## src/rtl/alu_seq_if.sv

```systemverilog
// ============================================================================
// Module   : alu_seq_if
// Brief    : Operand/opcode request and result/flag response bundle for alu_seq.
// Revision : 1.0
// ============================================================================
`default_nettype none

interface alu_seq_if #(
    parameter int WIDTH = 4
);
    logic                 in_valid;
    logic                 in_ready;
    logic [WIDTH-1:0]     a;
    logic [WIDTH-1:0]     b;
    logic [3:0]           op;
    logic                 out_valid;
    logic                 out_ready;
    logic [2*WIDTH-1:0]   result;
    logic [WIDTH-1:0]     remainder;
    logic                 cout;
    logic                 borrow;
    logic                 a_greater;
    logic                 a_equal;
    logic                 a_less;
    logic                 div_by_zero;
    logic                 busy;

    modport master (
        output in_valid, a, b, op, out_ready,
        input  in_ready, out_valid, result, remainder, cout, borrow,
               a_greater, a_equal, a_less, div_by_zero, busy
    );

    modport slave (
        input  in_valid, a, b, op, out_ready,
        output in_ready, out_valid, result, remainder, cout, borrow,
               a_greater, a_equal, a_less, div_by_zero, busy
    );
endinterface

`default_nettype wire

```

## src/rtl/alu_seq.sv

```systemverilog
// ============================================================================
// Module   : alu_seq
// Brief    : Registered ALU with valid/ready handshake, iterative mul and div.
// Revision : 1.0
// ============================================================================
`default_nettype none

module alu_seq #(
    parameter int WIDTH = 4
) (
    input  wire            clk,
    input  wire            rst_n,
    alu_seq_if.slave       bus
);
    localparam int c_CW = $clog2(WIDTH + 1);
    localparam logic [c_CW-1:0] c_LAST = c_CW'(WIDTH - 1);

    localparam logic [3:0] c_OP_ADD = 4'b0000;
    localparam logic [3:0] c_OP_SUB = 4'b0001;
    localparam logic [3:0] c_OP_AND = 4'b0010;
    localparam logic [3:0] c_OP_OR  = 4'b0011;
    localparam logic [3:0] c_OP_XOR = 4'b0100;
    localparam logic [3:0] c_OP_EQ  = 4'b0101;
    localparam logic [3:0] c_OP_MUL = 4'b0110;
    localparam logic [3:0] c_OP_DIV = 4'b0111;
    localparam logic [3:0] c_OP_SHL = 4'b1000;
    localparam logic [3:0] c_OP_SHR = 4'b1001;

    typedef enum logic [1:0] {
        S_IDLE = 2'd0,
        S_MUL  = 2'd1,
        S_DIV  = 2'd2,
        S_DONE = 2'd3
    } state_t;

    state_t               r_state;
    logic [c_CW-1:0]      r_cnt;
    logic [2*WIDTH-1:0]   r_acc;
    logic [2*WIDTH-1:0]   r_x;      // multiplicand, shifted left each step
    logic [WIDTH-1:0]     r_y;      // multiplier (mul) or dividend/quotient (div)
    logic [WIDTH-1:0]     r_b;
    logic [WIDTH-1:0]     r_rem;
    logic                 r_in_ready, r_out_valid, r_busy;
    logic [2*WIDTH-1:0]   r_result;
    logic [WIDTH-1:0]     r_remainder;
    logic                 r_cout, r_borrow, r_agt, r_aeq, r_alt, r_dbz;

    logic [WIDTH:0]       w_sum;
    logic [WIDTH-1:0]     w_diff;
    logic [2*WIDTH-1:0]   w_a_ext;
    logic [2*WIDTH-1:0]   w_res;
    logic [WIDTH-1:0]     w_rem;
    logic                 w_cout, w_borrow, w_dbz;
    logic [2*WIDTH-1:0]   w_acc_nx;
    logic [WIDTH:0]       w_shift;
    logic                 w_ge;
    logic [WIDTH-1:0]     w_rem_nx;
    logic [WIDTH-1:0]     w_q_nx;

    assign w_sum   = {1'b0, bus.a} + {1'b0, bus.b};
    assign w_diff  = bus.a - bus.b;
    assign w_a_ext = {{WIDTH{1'b0}}, bus.a};

    always_comb begin
        w_res    = '0;
        w_rem    = '0;
        w_cout   = 1'b0;
        w_borrow = 1'b0;
        w_dbz    = 1'b0;
        case (bus.op)
            c_OP_ADD: begin
                w_res  = {{(WIDTH-1){1'b0}}, w_sum};
                w_cout = w_sum[WIDTH];
            end
            c_OP_SUB: begin
                w_res    = {{WIDTH{1'b0}}, w_diff};
                w_borrow = (bus.a < bus.b);
            end
            c_OP_AND: w_res = {{WIDTH{1'b0}}, bus.a & bus.b};
            c_OP_OR:  w_res = {{WIDTH{1'b0}}, bus.a | bus.b};
            c_OP_XOR: w_res = {{WIDTH{1'b0}}, bus.a ^ bus.b};
            c_OP_EQ:  w_res = {{(2*WIDTH-1){1'b0}}, (bus.a == bus.b)};
            c_OP_DIV: begin
                // Only reaches DONE from here when b == 0
                if (bus.b == '0) begin
                    w_res = {{WIDTH{1'b0}}, {WIDTH{1'b1}}};
                    w_rem = bus.a;
                    w_dbz = 1'b1;
                end
            end
            c_OP_SHL: w_res = (32'(bus.b) >= 2*WIDTH) ? '0 : (w_a_ext << bus.b);
            c_OP_SHR: w_res = (32'(bus.b) >= WIDTH)   ? '0 : (w_a_ext >> bus.b);
            default:  w_res = '0;
        endcase
    end

    assign w_acc_nx = r_acc + (r_y[0] ? r_x : '0);

    // Restoring step: partial remainder stays below b, so the difference fits WIDTH bits
    assign w_shift  = {r_rem, r_y[WIDTH-1]};
    assign w_ge     = (w_shift >= {1'b0, r_b});
    assign w_rem_nx = w_ge ? (w_shift[WIDTH-1:0] - r_b) : w_shift[WIDTH-1:0];
    assign w_q_nx   = {r_y[WIDTH-2:0], w_ge};

    always_ff @(posedge clk or negedge rst_n) begin
        if (!rst_n) begin
            r_state     <= S_IDLE;
            r_cnt       <= '0;
            r_acc       <= '0;
            r_x         <= '0;
            r_y         <= '0;
            r_b         <= '0;
            r_rem       <= '0;
            r_in_ready  <= 1'b1;
            r_out_valid <= 1'b0;
            r_busy      <= 1'b0;
            r_result    <= '0;
            r_remainder <= '0;
            r_cout      <= 1'b0;
            r_borrow    <= 1'b0;
            r_agt       <= 1'b0;
            r_aeq       <= 1'b0;
            r_alt       <= 1'b0;
            r_dbz       <= 1'b0;
        end else begin
            case (r_state)
                S_IDLE: begin
                    if (bus.in_valid) begin
                        r_in_ready  <= 1'b0;
                        r_cnt       <= '0;
                        r_acc       <= '0;
                        r_rem       <= '0;
                        r_x         <= w_a_ext;
                        r_b         <= bus.b;
                        r_agt       <= (bus.a > bus.b);
                        r_aeq       <= (bus.a == bus.b);
                        r_alt       <= (bus.a < bus.b);
                        r_result    <= w_res;
                        r_remainder <= w_rem;
                        r_cout      <= w_cout;
                        r_borrow    <= w_borrow;
                        r_dbz       <= w_dbz;
                        if (bus.op == c_OP_MUL) begin
                            r_y     <= bus.b;
                            r_busy  <= 1'b1;
                            r_state <= S_MUL;
                        end else if (bus.op == c_OP_DIV && bus.b != '0) begin
                            r_y     <= bus.a;
                            r_busy  <= 1'b1;
                            r_state <= S_DIV;
                        end else begin
                            r_out_valid <= 1'b1;
                            r_state     <= S_DONE;
                        end
                    end
                end
                S_MUL: begin
                    r_acc <= w_acc_nx;
                    r_x   <= r_x << 1;
                    r_y   <= r_y >> 1;
                    r_cnt <= r_cnt + 1'b1;
                    if (r_cnt == c_LAST) begin
                        r_result    <= w_acc_nx;
                        r_busy      <= 1'b0;
                        r_out_valid <= 1'b1;
                        r_state     <= S_DONE;
                    end
                end
                S_DIV: begin
                    r_rem <= w_rem_nx;
                    r_y   <= w_q_nx;
                    r_cnt <= r_cnt + 1'b1;
                    if (r_cnt == c_LAST) begin
                        r_result    <= {{WIDTH{1'b0}}, w_q_nx};
                        r_remainder <= w_rem_nx;
                        r_busy      <= 1'b0;
                        r_out_valid <= 1'b1;
                        r_state     <= S_DONE;
                    end
                end
                S_DONE: begin
                    if (bus.out_ready) begin
                        r_out_valid <= 1'b0;
                        r_in_ready  <= 1'b1;
                        r_state     <= S_IDLE;
                    end
                end
                default: r_state <= S_IDLE;
            endcase
        end
    end

    assign bus.in_ready    = r_in_ready;
    assign bus.out_valid   = r_out_valid;
    assign bus.busy        = r_busy;
    assign bus.result      = r_result;
    assign bus.remainder   = r_remainder;
    assign bus.cout        = r_cout;
    assign bus.borrow      = r_borrow;
    assign bus.a_greater   = r_agt;
    assign bus.a_equal     = r_aeq;
    assign bus.a_less      = r_alt;
    assign bus.div_by_zero = r_dbz;

endmodule

`default_nettype wire

```

## src/flat_wrapper.sv

```systemverilog
// flat-port wrapper written by rule: the top's interface ports become plain ports
module alu_seq_flat 
#(
    parameter int WIDTH = 4
)
  (clk, rst_n, bus_in_valid, bus_a, bus_b, bus_op, bus_out_ready, bus_in_ready, bus_out_valid, bus_result, bus_remainder, bus_cout, bus_borrow, bus_a_greater, bus_a_equal, bus_a_less, bus_div_by_zero, bus_busy);
  alu_seq_if #(.WIDTH(WIDTH)) bus_i ();
  input  wire clk;
  input  wire rst_n;
  input wire logic [$bits(bus_i.in_valid)-1:0] bus_in_valid;
  input wire logic [$bits(bus_i.a)-1:0] bus_a;
  input wire logic [$bits(bus_i.b)-1:0] bus_b;
  input wire logic [$bits(bus_i.op)-1:0] bus_op;
  input wire logic [$bits(bus_i.out_ready)-1:0] bus_out_ready;
  output wire logic [$bits(bus_i.in_ready)-1:0] bus_in_ready;
  output wire logic [$bits(bus_i.out_valid)-1:0] bus_out_valid;
  output wire logic [$bits(bus_i.result)-1:0] bus_result;
  output wire logic [$bits(bus_i.remainder)-1:0] bus_remainder;
  output wire logic [$bits(bus_i.cout)-1:0] bus_cout;
  output wire logic [$bits(bus_i.borrow)-1:0] bus_borrow;
  output wire logic [$bits(bus_i.a_greater)-1:0] bus_a_greater;
  output wire logic [$bits(bus_i.a_equal)-1:0] bus_a_equal;
  output wire logic [$bits(bus_i.a_less)-1:0] bus_a_less;
  output wire logic [$bits(bus_i.div_by_zero)-1:0] bus_div_by_zero;
  output wire logic [$bits(bus_i.busy)-1:0] bus_busy;
  assign bus_i.in_valid = bus_in_valid;
  assign bus_i.a = bus_a;
  assign bus_i.b = bus_b;
  assign bus_i.op = bus_op;
  assign bus_i.out_ready = bus_out_ready;
  assign bus_in_ready = bus_i.in_ready;
  assign bus_out_valid = bus_i.out_valid;
  assign bus_result = bus_i.result;
  assign bus_remainder = bus_i.remainder;
  assign bus_cout = bus_i.cout;
  assign bus_borrow = bus_i.borrow;
  assign bus_a_greater = bus_i.a_greater;
  assign bus_a_equal = bus_i.a_equal;
  assign bus_a_less = bus_i.a_less;
  assign bus_div_by_zero = bus_i.div_by_zero;
  assign bus_busy = bus_i.busy;
  alu_seq #(.WIDTH(WIDTH)) u_core (.clk(clk), .rst_n(rst_n), .bus(bus_i));
endmodule
```

## config.mk

```make
export PLATFORM = sky130hd
export DESIGN_NAME = alu_seq_flat
export DESIGN_NICKNAME = d
export VERILOG_FILES = /design/src/rtl/alu_seq_if.sv /design/src/rtl/alu_seq.sv /design/src/flat_wrapper.sv
export SDC_FILE = /design/constraint.sdc
export NUM_CORES = 1
export LEC_CHECK = 0
export BUFFER_PORTS_ARGS = -buffer_cell sky130_fd_sc_hd__buf_2
export CELL_PAD_IN_SITES_DETAIL_PLACEMENT = 1
export CELL_PAD_IN_SITES_GLOBAL_PLACEMENT = 2
export CORE_UTILIZATION = 37
export CTS_CLUSTER_SIZE = 8
export DETAILED_ROUTE_END_ITERATION = 6
export GPL_ROUTABILITY_DRIVEN = 0
export PLACE_DENSITY_LB_ADDON = 0.1
export REMOVE_ABC_BUFFERS = 1
export SLEW_MARGIN = 20
export SYNTH_ARGS = -nofsm -noshare
export SYNTH_HDL_FRONTEND = slang
export SYNTH_SLANG_ARGS = --single-unit
```

## constraint.sdc

```tcl
create_clock -name clk -period 2.8 [get_ports clk]
set_input_delay 0.14 -clock clk [delete_from_list [all_inputs] [get_ports clk]]
set_output_delay 0.14 -clock clk [all_outputs]
set_load 0.1 [all_outputs]
```

==> run metrics <==
crit end category=flip-flop; DRC errors left=0; cts bufs inserted=5; post-route ant nets=0; Post-Place Cells=618; Hold Fails Final Rpt=0; layout cell share with drive strength beyond 1=14.1%; Iteration-0 DRC Markers=149; via/cell ratio=5.61; first-pass GRT wire length=19.8 mm; post-CTS setup buffers=0; cells after synthesis=459; Cell Count, Final, Fillers Out=627; Tot GR Track Use=23.0%; post-synthesis area per instance=8.60 um^2; core box area=10300 um^2; Synth cell types=58; Post-synth ARST share=100%; clock-pin slew on the worst setup and hold paths=0.10 ns; Initial Utilization=38.2%; routed wl met2=5.47 mm; Peak VDD IR=0.684 mV; Vias=3517; Lkg Pwr=2.02 nW; top cells by area, synth=dfrtp_1 34%, ha_1 9.5%, nand2_1 5.0%; slowest stage cell, crit path=a2111oi_0; H-tree levels=2; post-layout min period=2.33 ns; CP Cell Sequence=inv_1 -> ha_1 -> nand2b_1 -> o211ai_1 -> buf_4 -> a2111oi_0 -> a21oi_1; R2R Path Start=u_core.r_state[0]; hold path depth=3; Worst Setup Start Kind=flip-flop; worst hold slack=0.100 ns; RSZ-0062 raised after global routing=false; Hold Path Class=primary input to flip-flop; vias in the first global route=3729; chip height=105 um; hpwl dp=9.19 mm; Yosys top cell by area=dfrtp_1; Die X-Extent=105 um; Slew Limit Fails=0; antenna diode count=0; NumNets Final=540; top-area cell type share of the netlist area=33.6%; DRT Pass-1 Iters=4; TritonCTS clock tree=done; outcome=complete, no violations; Clock Path Buffers=2; grt total ovfl=0; Ports=37; Seq cells post-synth=54; top layer in use=met4; Final Setup Violations=0; largest net degree at the start of global routing=40; Hold Path End=u_core.bus.in_ready; R2R Path End=u_core.bus.result[3]; sequential fraction of the synthesis area=34.3%; Post-synth EDFFs=0; antenna violations before repair=0; CTS root buf=clkbuf_8; prevailing post-synth register cell=dfrtp_1; DR WL/cell=19.0 um; Cell Area, Synth=3950 um^2; power density cells=1190 nW/um^2; achievable frequency=430 MHz; WP data arrival=2.51 ns; max cap viols=0; Clock Skew=0.0146 ns; area growth from synthesis to layout=11.2%; worst r2r path cells=7; Yosys warning total=0; met1 WL=5.71 mm; Worst R2R Setup Slack=0.47 ns; Worst Tran Pin Value=0.932 ns; port buffer count=36; worst endpoint required time=2.98 ns; met3 wire length=499 um; CTS sink cnt=54; Commonest cells post-synth=53 x dfrtp_1, 53 x nand2_1, 39 x o21ai_0; slowest cell delay on critical path=0.45 ns; Die Area=11100 um^2; row cnt=37; setup TNS=0 ns; CP Max Fanout=10; fin crit share=83.1%; clock latency on the worst-skew pair=0.33 ns; critical path class=flip-flop to flip-flop; Hold Path Origin=bus_out_ready; Rel. slew slack=37.9%; DRT Wirelength=11.9 mm
-- critical path: cells and delay by family (launching register included) --
family                   cells  cell delay (ns)
AO/OA/AOI/OAI                3             0.85
flip-flops                   1             0.39
AND/OR/NAND/NOR              1             0.35
buffers and inverters        2             0.32
adder cells (fa/ha/maj)      1             0.27
-- per-stage QoR --
stage                     setup WS (ns)  instance area (um^2)  power, mW  util, %
after floorplan                   0.554                  3850       3.85        -
after global placement            0.426                  4290       4.73     41.5
after detailed placement          0.454                  4290       4.78     41.5
after CTS                         0.525                  4390       5.27     42.5
after global routing              0.340                  4390       5.66     42.5
final                             0.474                  4390       5.21     42.5
-- flip-flops by register name, indices dropped and copies added (netlist names) --
signal / count
u_core.bus.a_equal: 1
u_core.r_state: 2
u_core.r_cnt: 3
u_core.bus.busy: 1
u_core.bus.out_valid: 1
u_core.bus.result: 8
u_core.bus.a_less: 1
u_core.bus.a_greater: 1
u_core.r_rem: 4
u_core.r_acc: 8
u_core.bus.cout: 1
u_core.bus.div_by_zero: 1
u_core.bus.borrow: 1
u_core.bus.remainder: 4
u_core.r_b: 4
u_core.r_x: 8
u_core.bus.in_ready: 1
u_core.r_y: 4
-- per-layer routing --
metal,up-vias,global-route usage [%]
met4,0,5.73
li1,1707,-
met2,65,37.6
met1,1730,31.9
met5,-,0
met3,15,3.40
-- repair_timing --
item                                   4_1_cts  5_1_grt
endpoints found under the hold margin       37        0
hold buffers                                 1        0
resized for setup                            0        0
-- cell usage in the layout (no fill, tap or decap), types with 4 or more instances in the layout --
cell      synthesis  layout
nand2_1          53      53
dfrtp_1          53      53
o21ai_0          39      38
buf_2             2      36
nor2_1           34      34
ha_1             30      30
a21oi_1          27      27
inv_1            24      24
nand2b_1         11      11
mux2_2           11      11
a211oi_1         11      11
buf_4             0      11
and2_1            9       9
mux2i_1           9       9
nand3_1           9       9
a22o_1            9       9
a21o_1            8       8
a31oi_1           8       8
nor3_1            7       7
o22ai_1           6       6
nor2b_1           5       5
xor2_1            5       5
clkbuf_8          0       5
o21bai_1          4       4
o22a_1            4       4
a21boi_0          4       4
fa_1              4       4
-- power by group --
group | total [mW] | switching, mW | internal (mW) | leakage, nW
sequential | 1.33 | 0.222 | 1.11 | 0.689
combinational | 3.42 | 2.37 | 1.05 | 1.29
clock | 0.463 | 0.284 | 0.180 | 0.0408
-- how the worst max path moves through the flow --
| stage | from | to | slack, ns | cells after the start |
|---|---|---|---|---|
| floorplan | u_core.r_state[1] | u_core.r_acc[2] | 0.55 | 4 |
| global placement | bus_b[2] | u_core.bus.result[0] | 0.43 | 8 |
| detailed placement | bus_b[2] | u_core.bus.result[0] | 0.45 | 8 |
| CTS | u_core.r_state[0] | u_core.bus.result[3] | 0.52 | 7 |
| global route | u_core.r_y[0] | u_core.bus.result[7] | 0.34 | 7 |
| finish | u_core.r_state[0] | u_core.bus.result[3] | 0.47 | 7 |
-- layout make-up --
type	instances	area (um^2)
Clock inverter	3	23.8
Multi-Input combinational cell	357	2410
Sequential cell	54	1350
Clock buffer	5	68.8
Tap cell	136	170
Inverter	24	90.1
Fill cell	1276	5930
Timing Repair Buffer	48	273
-- logic make-up after synthesis --
group | share of synthesized area (%)
flip-flops | 34.3
AND/OR/NAND/NOR | 18.3
multiplexers | 5.42
AO/OA/AOI/OAI | 24.1
buffers and inverters | 4.63
adder cells (fa/ha/maj) | 11.5
XOR/XNOR | 1.78
Power figures use the tool's default switching activity.
